File: config.mk
export PLATFORM = sky130hd
export DESIGN_NAME = i_mem_loader_flat
export DESIGN_NICKNAME = d
export VERILOG_FILES = /design/src/rtl/i_mem_loader_if.sv /design/src/rtl/i_mem_loader.sv /design/src/flat_wrapper.sv
export SDC_FILE = /design/constraint.sdc
export NUM_CORES = 1
export LEC_CHECK = 0
export BUFFER_PORTS_ARGS = -buffer_cell sky130_fd_sc_hd__buf_4
export CAP_MARGIN = 5
export CORE_ASPECT_RATIO = 1.4
export CORE_UTILIZATION = 40
export CTS_CLUSTER_SIZE = 8
export DETAILED_ROUTE_END_ITERATION = 8
export GPL_ROUTABILITY_DRIVEN = 0
export HOLD_SLACK_MARGIN = 0.15
export PLACE_DENSITY = 0.56
export SYNTH_ARGS = -nofsm -noshare
export SYNTH_HDL_FRONTEND = slang
export SYNTH_SLANG_ARGS = --single-unit
File: constraint.sdc
create_clock -name clock -period 2.7 [get_ports clock]
set_clock_uncertainty 0.1 [all_clocks]
set_input_delay 0.405 -clock clock [delete_from_list [all_inputs] [get_ports clock]]
set_output_delay 0.405 -clock clock [all_outputs]
set_load 0.1 [all_outputs]
File: src/rtl/i_mem_loader_if.sv
// rtl/i_mem_loader_if.sv - byte stream in / instruction-memory write port out, grouped for i_mem_loader.
interface i_mem_loader_if #(
  parameter int tamanho       = 32,
  parameter int enderecamento = 10
);
  logic [7:0]               byte_in;
  logic                     byte_valid;
  logic                     byte_ready;
  logic                     wr_en;
  logic [enderecamento-1:0] wr_addr;
  logic [tamanho-1:0]       wr_data;

  // master is the loader: it consumes the stream and drives the memory write port
  modport master (
    input  byte_in, byte_valid,
    output byte_ready, wr_en, wr_addr, wr_data
  );

  modport slave (
    output byte_in, byte_valid,
    input  byte_ready, wr_en, wr_addr, wr_data
  );
endinterface

File: src/rtl/i_mem_loader.sv
// rtl/i_mem_loader.sv - boot-time instruction loader: byte stream to big-endian words written into I-memory.
// Optional trailing XOR checksum byte enabled by defining I_MEM_LOADER_CHECKSUM_EN.
module i_mem_loader #(
  parameter int tamanho       = 32,
  parameter int enderecamento = 10,
  parameter int profundidade  = 64
) (
  input  logic            clock,
  input  logic            reset,
  input  logic            start,
  output logic            cpu_hold,
  output logic            done,
  output logic            error,
  i_mem_loader_if.master  bus
);
  localparam int IW = enderecamento + 1;

  typedef enum logic [2:0] {
    S_IDLE, S_LEN_HI, S_LEN_LO, S_DATA, S_WRITE, S_DONE, S_ERR, S_CHK
  } state_t;

  state_t                   state_q, state_d;
  logic [15:0]              len_q;
  logic [IW-1:0]            widx_q;
  logic [1:0]               bidx_q;
  logic [enderecamento-1:0] wr_addr_q;
  logic [tamanho-1:0]       wr_data_q;
  logic                     byte_ready;
  logic                     xfer;
  logic                     idle_like;
  logic                     last_word;
  logic [15:0]              n_lo;
`ifdef I_MEM_LOADER_CHECKSUM_EN
  logic [7:0]               csum_q;
`endif

  assign xfer      = bus.byte_valid && byte_ready;
  assign idle_like = (state_q == S_IDLE) || (state_q == S_DONE) || (state_q == S_ERR);
  // word count as it will be once LEN_LO is accepted this cycle
  assign n_lo      = {len_q[15:8], bus.byte_in};
  assign last_word = (32'(widx_q) + 32'd1) == 32'(len_q);

  always_ff @(posedge clock or posedge reset) begin
    if (reset) state_q <= S_IDLE;
    else       state_q <= state_d;
  end

  always_comb begin
    state_d    = state_q;
    byte_ready = 1'b0;
    case (state_q)
      S_IDLE, S_DONE, S_ERR: begin
        if (start) state_d = S_LEN_HI;
      end
      S_LEN_HI: begin
        byte_ready = 1'b1;
        if (xfer) state_d = S_LEN_LO;
      end
      S_LEN_LO: begin
        byte_ready = 1'b1;
        if (xfer) begin
          if (n_lo == 16'd0)
`ifdef I_MEM_LOADER_CHECKSUM_EN
            state_d = S_CHK;
`else
            state_d = S_DONE;
`endif
          else if (int'(n_lo) > profundidade) state_d = S_ERR;
          else                                 state_d = S_DATA;
        end
      end
      S_DATA: begin
        byte_ready = 1'b1;
        if (xfer && bidx_q == 2'd3) state_d = S_WRITE;
      end
      S_WRITE: begin
        if (last_word)
`ifdef I_MEM_LOADER_CHECKSUM_EN
          state_d = S_CHK;
`else
          state_d = S_DONE;
`endif
        else
          state_d = S_DATA;
      end
`ifdef I_MEM_LOADER_CHECKSUM_EN
      S_CHK: begin
        byte_ready = 1'b1;
        if (xfer) state_d = (bus.byte_in == csum_q) ? S_DONE : S_ERR;
      end
`endif
      default: state_d = S_IDLE;
    endcase
  end

  always_ff @(posedge clock or posedge reset) begin
    if (reset) begin
      len_q     <= '0;
      widx_q    <= '0;
      bidx_q    <= '0;
      wr_addr_q <= '0;
      wr_data_q <= '0;
`ifdef I_MEM_LOADER_CHECKSUM_EN
      csum_q    <= '0;
`endif
    end else begin
      if (idle_like && start) begin
        widx_q <= '0;
        bidx_q <= '0;
`ifdef I_MEM_LOADER_CHECKSUM_EN
        csum_q <= '0;
`endif
      end
      if (state_q == S_LEN_HI && xfer) len_q[15:8] <= bus.byte_in;
      if (state_q == S_LEN_LO && xfer) len_q[7:0]  <= bus.byte_in;
      if (state_q == S_DATA && xfer) begin
        wr_data_q <= {wr_data_q[tamanho-9:0], bus.byte_in};
        bidx_q    <= bidx_q + 2'd1;
`ifdef I_MEM_LOADER_CHECKSUM_EN
        csum_q    <= csum_q ^ bus.byte_in;
`endif
        // address is latched with the final byte so it is stable throughout WRITE
        if (bidx_q == 2'd3) wr_addr_q <= widx_q[enderecamento-1:0];
      end
      if (state_q == S_WRITE) widx_q <= widx_q + 1'b1;
    end
  end

  assign bus.byte_ready = byte_ready;
  assign bus.wr_en      = (state_q == S_WRITE);
  assign bus.wr_addr    = wr_addr_q;
  assign bus.wr_data    = wr_data_q;
  assign cpu_hold       = (state_q != S_IDLE) && (state_q != S_DONE);
  assign done           = (state_q == S_DONE);
  assign error          = (state_q == S_ERR);
endmodule
File: src/flat_wrapper.sv
// flat-port wrapper written by rule: the top's interface ports become plain ports
module i_mem_loader_flat 
#(
  parameter int tamanho       = 32,
  parameter int enderecamento = 10,
  parameter int profundidade  = 64
)
  (clock, reset, start, cpu_hold, done, error, bus_byte_in, bus_byte_valid, bus_byte_ready, bus_wr_en, bus_wr_addr, bus_wr_data);
  i_mem_loader_if #(.tamanho(tamanho), .enderecamento(enderecamento)) bus_i ();
  input  logic clock;
  input  logic reset;
  input  logic start;
  output logic cpu_hold;
  output logic done;
  output logic error;
  input wire logic [$bits(bus_i.byte_in)-1:0] bus_byte_in;
  input wire logic [$bits(bus_i.byte_valid)-1:0] bus_byte_valid;
  output wire logic [$bits(bus_i.byte_ready)-1:0] bus_byte_ready;
  output wire logic [$bits(bus_i.wr_en)-1:0] bus_wr_en;
  output wire logic [$bits(bus_i.wr_addr)-1:0] bus_wr_addr;
  output wire logic [$bits(bus_i.wr_data)-1:0] bus_wr_data;
  assign bus_i.byte_in = bus_byte_in;
  assign bus_i.byte_valid = bus_byte_valid;
  assign bus_byte_ready = bus_i.byte_ready;
  assign bus_wr_en = bus_i.wr_en;
  assign bus_wr_addr = bus_i.wr_addr;
  assign bus_wr_data = bus_i.wr_data;
  i_mem_loader #(.tamanho(tamanho), .enderecamento(enderecamento), .profundidade(profundidade)) u_core (.clock(clock), .reset(reset), .start(start), .cpu_hold(cpu_hold), .done(done), .error(error), .bus(bus_i));
endmodule
==> flow_summary.json <==
{
  "status": "finished clean",
  "grt_pass1_vias": 2609,
  "yosys.area_share.xor_xnor_pct": 3.25,
  "grt_usage_pct": 19.8,
  "viasPerCell": 5.12,
  "startpoint_type": "register",
  "rr_worst_depth": 6,
  "tns_ps": 0,
  "finalHoldViolCount": 0,
  "drive_gt1_share_pct": 28.3,
  "synth_fa_ha_area_share_pct": 0.999,
  "htreeDepth": 3,
  "drc": 0,
  "hold_path_depth": 3,
  "synthesis.nets": 370,
  "clockBufferDepth": 2,
  "hold_class": "input pin to register",
  "crit_start": "u_core.widx_q[0]$_DFFE_PP0P_",
  "setup_viol": 0,
  "synth_edf_count": 0,
  "synth.area.mux_share_pct": 8.63,
  "grt_max_degree": 36,
  "r2r-end": "u_core.state_q[2]$_DFFE_PP0P_",
  "final_cells": 533,
  "worst_slew_pin_slew_ps": 465,
  "yosys_warnings": 0,
  "met3WireLength_um": 272,
  "area_growth_syn_to_layout_pct": 26.3,
  "gr-total-overflow": 0,
  "wl_um": 8220,
  "drt_iter0_markers": 157,
  "numPortBuffers": 58,
  "arrival_ps": 2650,
  "min_to": "u_core.bus.wr_data[2]$_DFFE_PP0P_",
  "r2r_start": "u_core.widx_q[0]$_DFFE_PP0P_",
  "wire_per_inst_um": 15.4,
  "placedCellCount": 516,
  "cp-end-kind": "register",
  "fp.dieH_um": 113,
  "clock_sinks": 74,
  "dp_hpwl_um": 5910,
  "ctsHoldBuffers": 1,
  "final_core_util_pct": 51.8,
  "syn_avg_cell_area_sq_um": 9.85,
  "dr.pass1.iters": 4,
  "r2r_slack_ps": 220,
  "synthSimpleGateAreaFrac_pct": 22.5,
  "clkLatencyLatePin_ps": 340,
  "worstSetupPathType": "register to register",
  "cts-resized-gates": 0,
  "synth_top_family_by_area": "simple AND/OR/NAND/NOR gates",
  "critical_path.max_stage_delay_ps": 530,
  "slew_headroom_pct": 68.9,
  "grt_pass1_wl_um": 13400,
  "ys_ff_latch": 74,
  "top_layer": "met4",
  "fmax_mhz": 404,
  "cp_cell_sequence": "nand4_4 -> or3_4 -> or4b_1 -> a31o_1 -> a2111oi_4 -> a211o_1",
  "synth_compound_area_share_pct": 9.13,
  "drv_cap": 0,
  "clkTransAtPathRegs_ps": 60,
  "min_period_over_period_pct": 91.8,
  "dr_total_vias": 2727,
  "yosysUniqueCellTypes": 55,
  "syn_area_sq_mm": 0.00351,
  "route.met2.wl_um": 4130,
  "cp_data_required_time_ps": 2880,
  "async_flop_share_pct": 100,
  "io_pins": 59,
  "fin_nets": 437,
  "nFillCells": 790,
  "worstHoldStart": "bus_byte_in[2]",
  "rsz0062_at_grt": "no",
  "rows": 40,
  "synth_ff_type": "dfrtp_1",
  "diodes": 0,
  "wl_met1_um": 3610,
  "final_max_slew_viol_count": 0,
  "die-area_sq_mm": 0.00915,
  "antenna_found_initial": 0,
  "ant_nets": 0,
  "netlist_instances": 356,
  "cts_setup_buffers": 0,
  "start_util_pct": 41.0,
  "multiInputGateArea_sq_mm": 0.00156,
  "seqCellArea_sq_mm": 0.00185,
  "yosysSeqAreaShare_pct": 52.8,
  "crit_fanout": 9,
  "tritoncts.num_buffers": 9,
  "cts_root_buffer": "clkbuf_16",
  "die_w_um": 81.2,
  "tritoncts": "done",
  "crit_slowest_cell": "dfrtp_1",
  "core_sq_mm": 0.00856,
  "min_period_ps": 2480
}
[cell families (layout without fill, tap and decap cells)]
kind of cell,Yosys count,count (layout)
and+or+nand+nor,173,173
buffers and inverters,20,92
xor gates and xnor gates,13,13
adders and majority gates,3,3
AOI/OAI and AO/OA,46,46
muxes,27,27
DFF,74,74
[Yosys cell counts (2+ instances only)]
cell type / count / area (sq um)
nor3_1: 2 / 10.0
a2111oi_0: 2 / 17.5
or4_1: 2 / 15.0
ha_1: 2 / 25.0
o21ai_0: 18 / 90.1
o31ai_1: 3 / 22.5
nor3b_1: 2 / 15.0
o22ai_1: 4 / 25.0
inv_1: 3 / 11.3
nor4_1: 3 / 18.8
a21oi_1: 2 / 10.0
a211oi_1: 2 / 15.0
o21a_1: 2 / 15.0
mux2_2: 26 / 293
and3_1: 3 / 18.8
xor2_1: 6 / 52.6
o21ai_1: 2 / 10.0
buf_4: 3 / 22.5
nor2b_1: 5 / 31.3
dfrtp_1: 74 / 1850
nand3_1: 8 / 40.0
nor2_1: 20 / 75.1
nand2_1: 116 / 435
clkbuf_1: 9 / 33.8
xnor2_1: 7 / 61.3
[through the flow]
step / setup slack [ps] / hold WS (ps) / cell area [sq um]
after detailed placement: 219 / 348 / 4100
after floorplan: 75.5 / 368 / 3510
after global placement: 292 / 349 / 4100
final: 222 / 200 / 4430
after CTS: 211 / 191 / 4430
after global routing: 48.9 / 201 / 4430
[layout by cell type (no fill, tap or decap), types with 2 or more instances in the layout]
| cell type | synthesis | final |
|---|---|---|
| a2111oi_0 | 2 | 2 |
| a211oi_1 | 2 | 2 |
| a21oi_1 | 2 | 2 |
| and3_1 | 3 | 3 |
| buf_4 | 3 | 69 |
| bufinv_16 | 0 | 2 |
| clkbuf_16 | 0 | 9 |
| dfrtp_1 | 74 | 74 |
| ha_1 | 2 | 2 |
| inv_1 | 3 | 2 |
| inv_2 | 1 | 2 |
| mux2_2 | 26 | 26 |
| nand2_1 | 116 | 116 |
| nand3_1 | 8 | 8 |
| nor2_1 | 20 | 19 |
| nor2b_1 | 5 | 5 |
| nor3_1 | 2 | 2 |
| nor3b_1 | 2 | 2 |
| nor4_1 | 3 | 3 |
| o21a_1 | 2 | 2 |
| o21ai_0 | 18 | 18 |
| o21ai_1 | 2 | 2 |
| o22ai_1 | 4 | 4 |
| o31ai_1 | 3 | 3 |
| or4_1 | 2 | 2 |
| xnor2_1 | 7 | 7 |
| xor2_1 | 6 | 6 |
[worst max path at each step]
stage	end	slack, ps	cells after the start
global route	u_core.state_q[2]$_DFFE_PP0P_	50	8
CTS	u_core.state_q[2]$_DFFE_PP0P_	210	6
detailed placement	u_core.state_q[2]$_DFFE_PP0P_	220	6
global placement	u_core.state_q[2]$_DFFE_PP0P_	290	6
floorplan	u_core.widx_q[7]$_DFFE_PP0P_	80	7
finish	u_core.state_q[2]$_DFFE_PP0P_	220	6
[registers in the layout, summed over array words and instances, names as in the netlist]
signal / flops
u_core.bus.wr_data: 32
u_core.len_q: 16
u_core.widx_q: 11
u_core.bus.wr_addr: 10
u_core.state_q: 3
u_core.bidx_q: 2
[per-layer routing]
| metal | vias up | global-route usage (%) |
|---|---|---|
| li1 | 1347 | - |
| met3 | 12 | 4.11 |
| met1 | 1313 | 25.1 |
| met5 | - | 0 |
| met4 | 0 | 9.40 |
| met2 | 55 | 31.7 |
[final cells by class]
type | instances | share of cell area, %
clock inverters | 6 | 2.03
repair buffers | 71 | 12.4
clock buffers | 10 | 5.17
multi-input cells | 262 | 35.3
inverters | 5 | 0.423
flip-flops and latches | 74 | 41.8
well taps | 105 | 2.96
[critical path, delay by kind of cell, from the launching register on]
| family | cells | cell delay, ps |
|---|---|---|
| compound gates | 3 | 720 |
| simple gates | 3 | 1080 |
| flops | 1 | 530 |
Power is not shown: default switching activity piles up to over one toggle a cycle in this logic, so the estimate is an artifact.
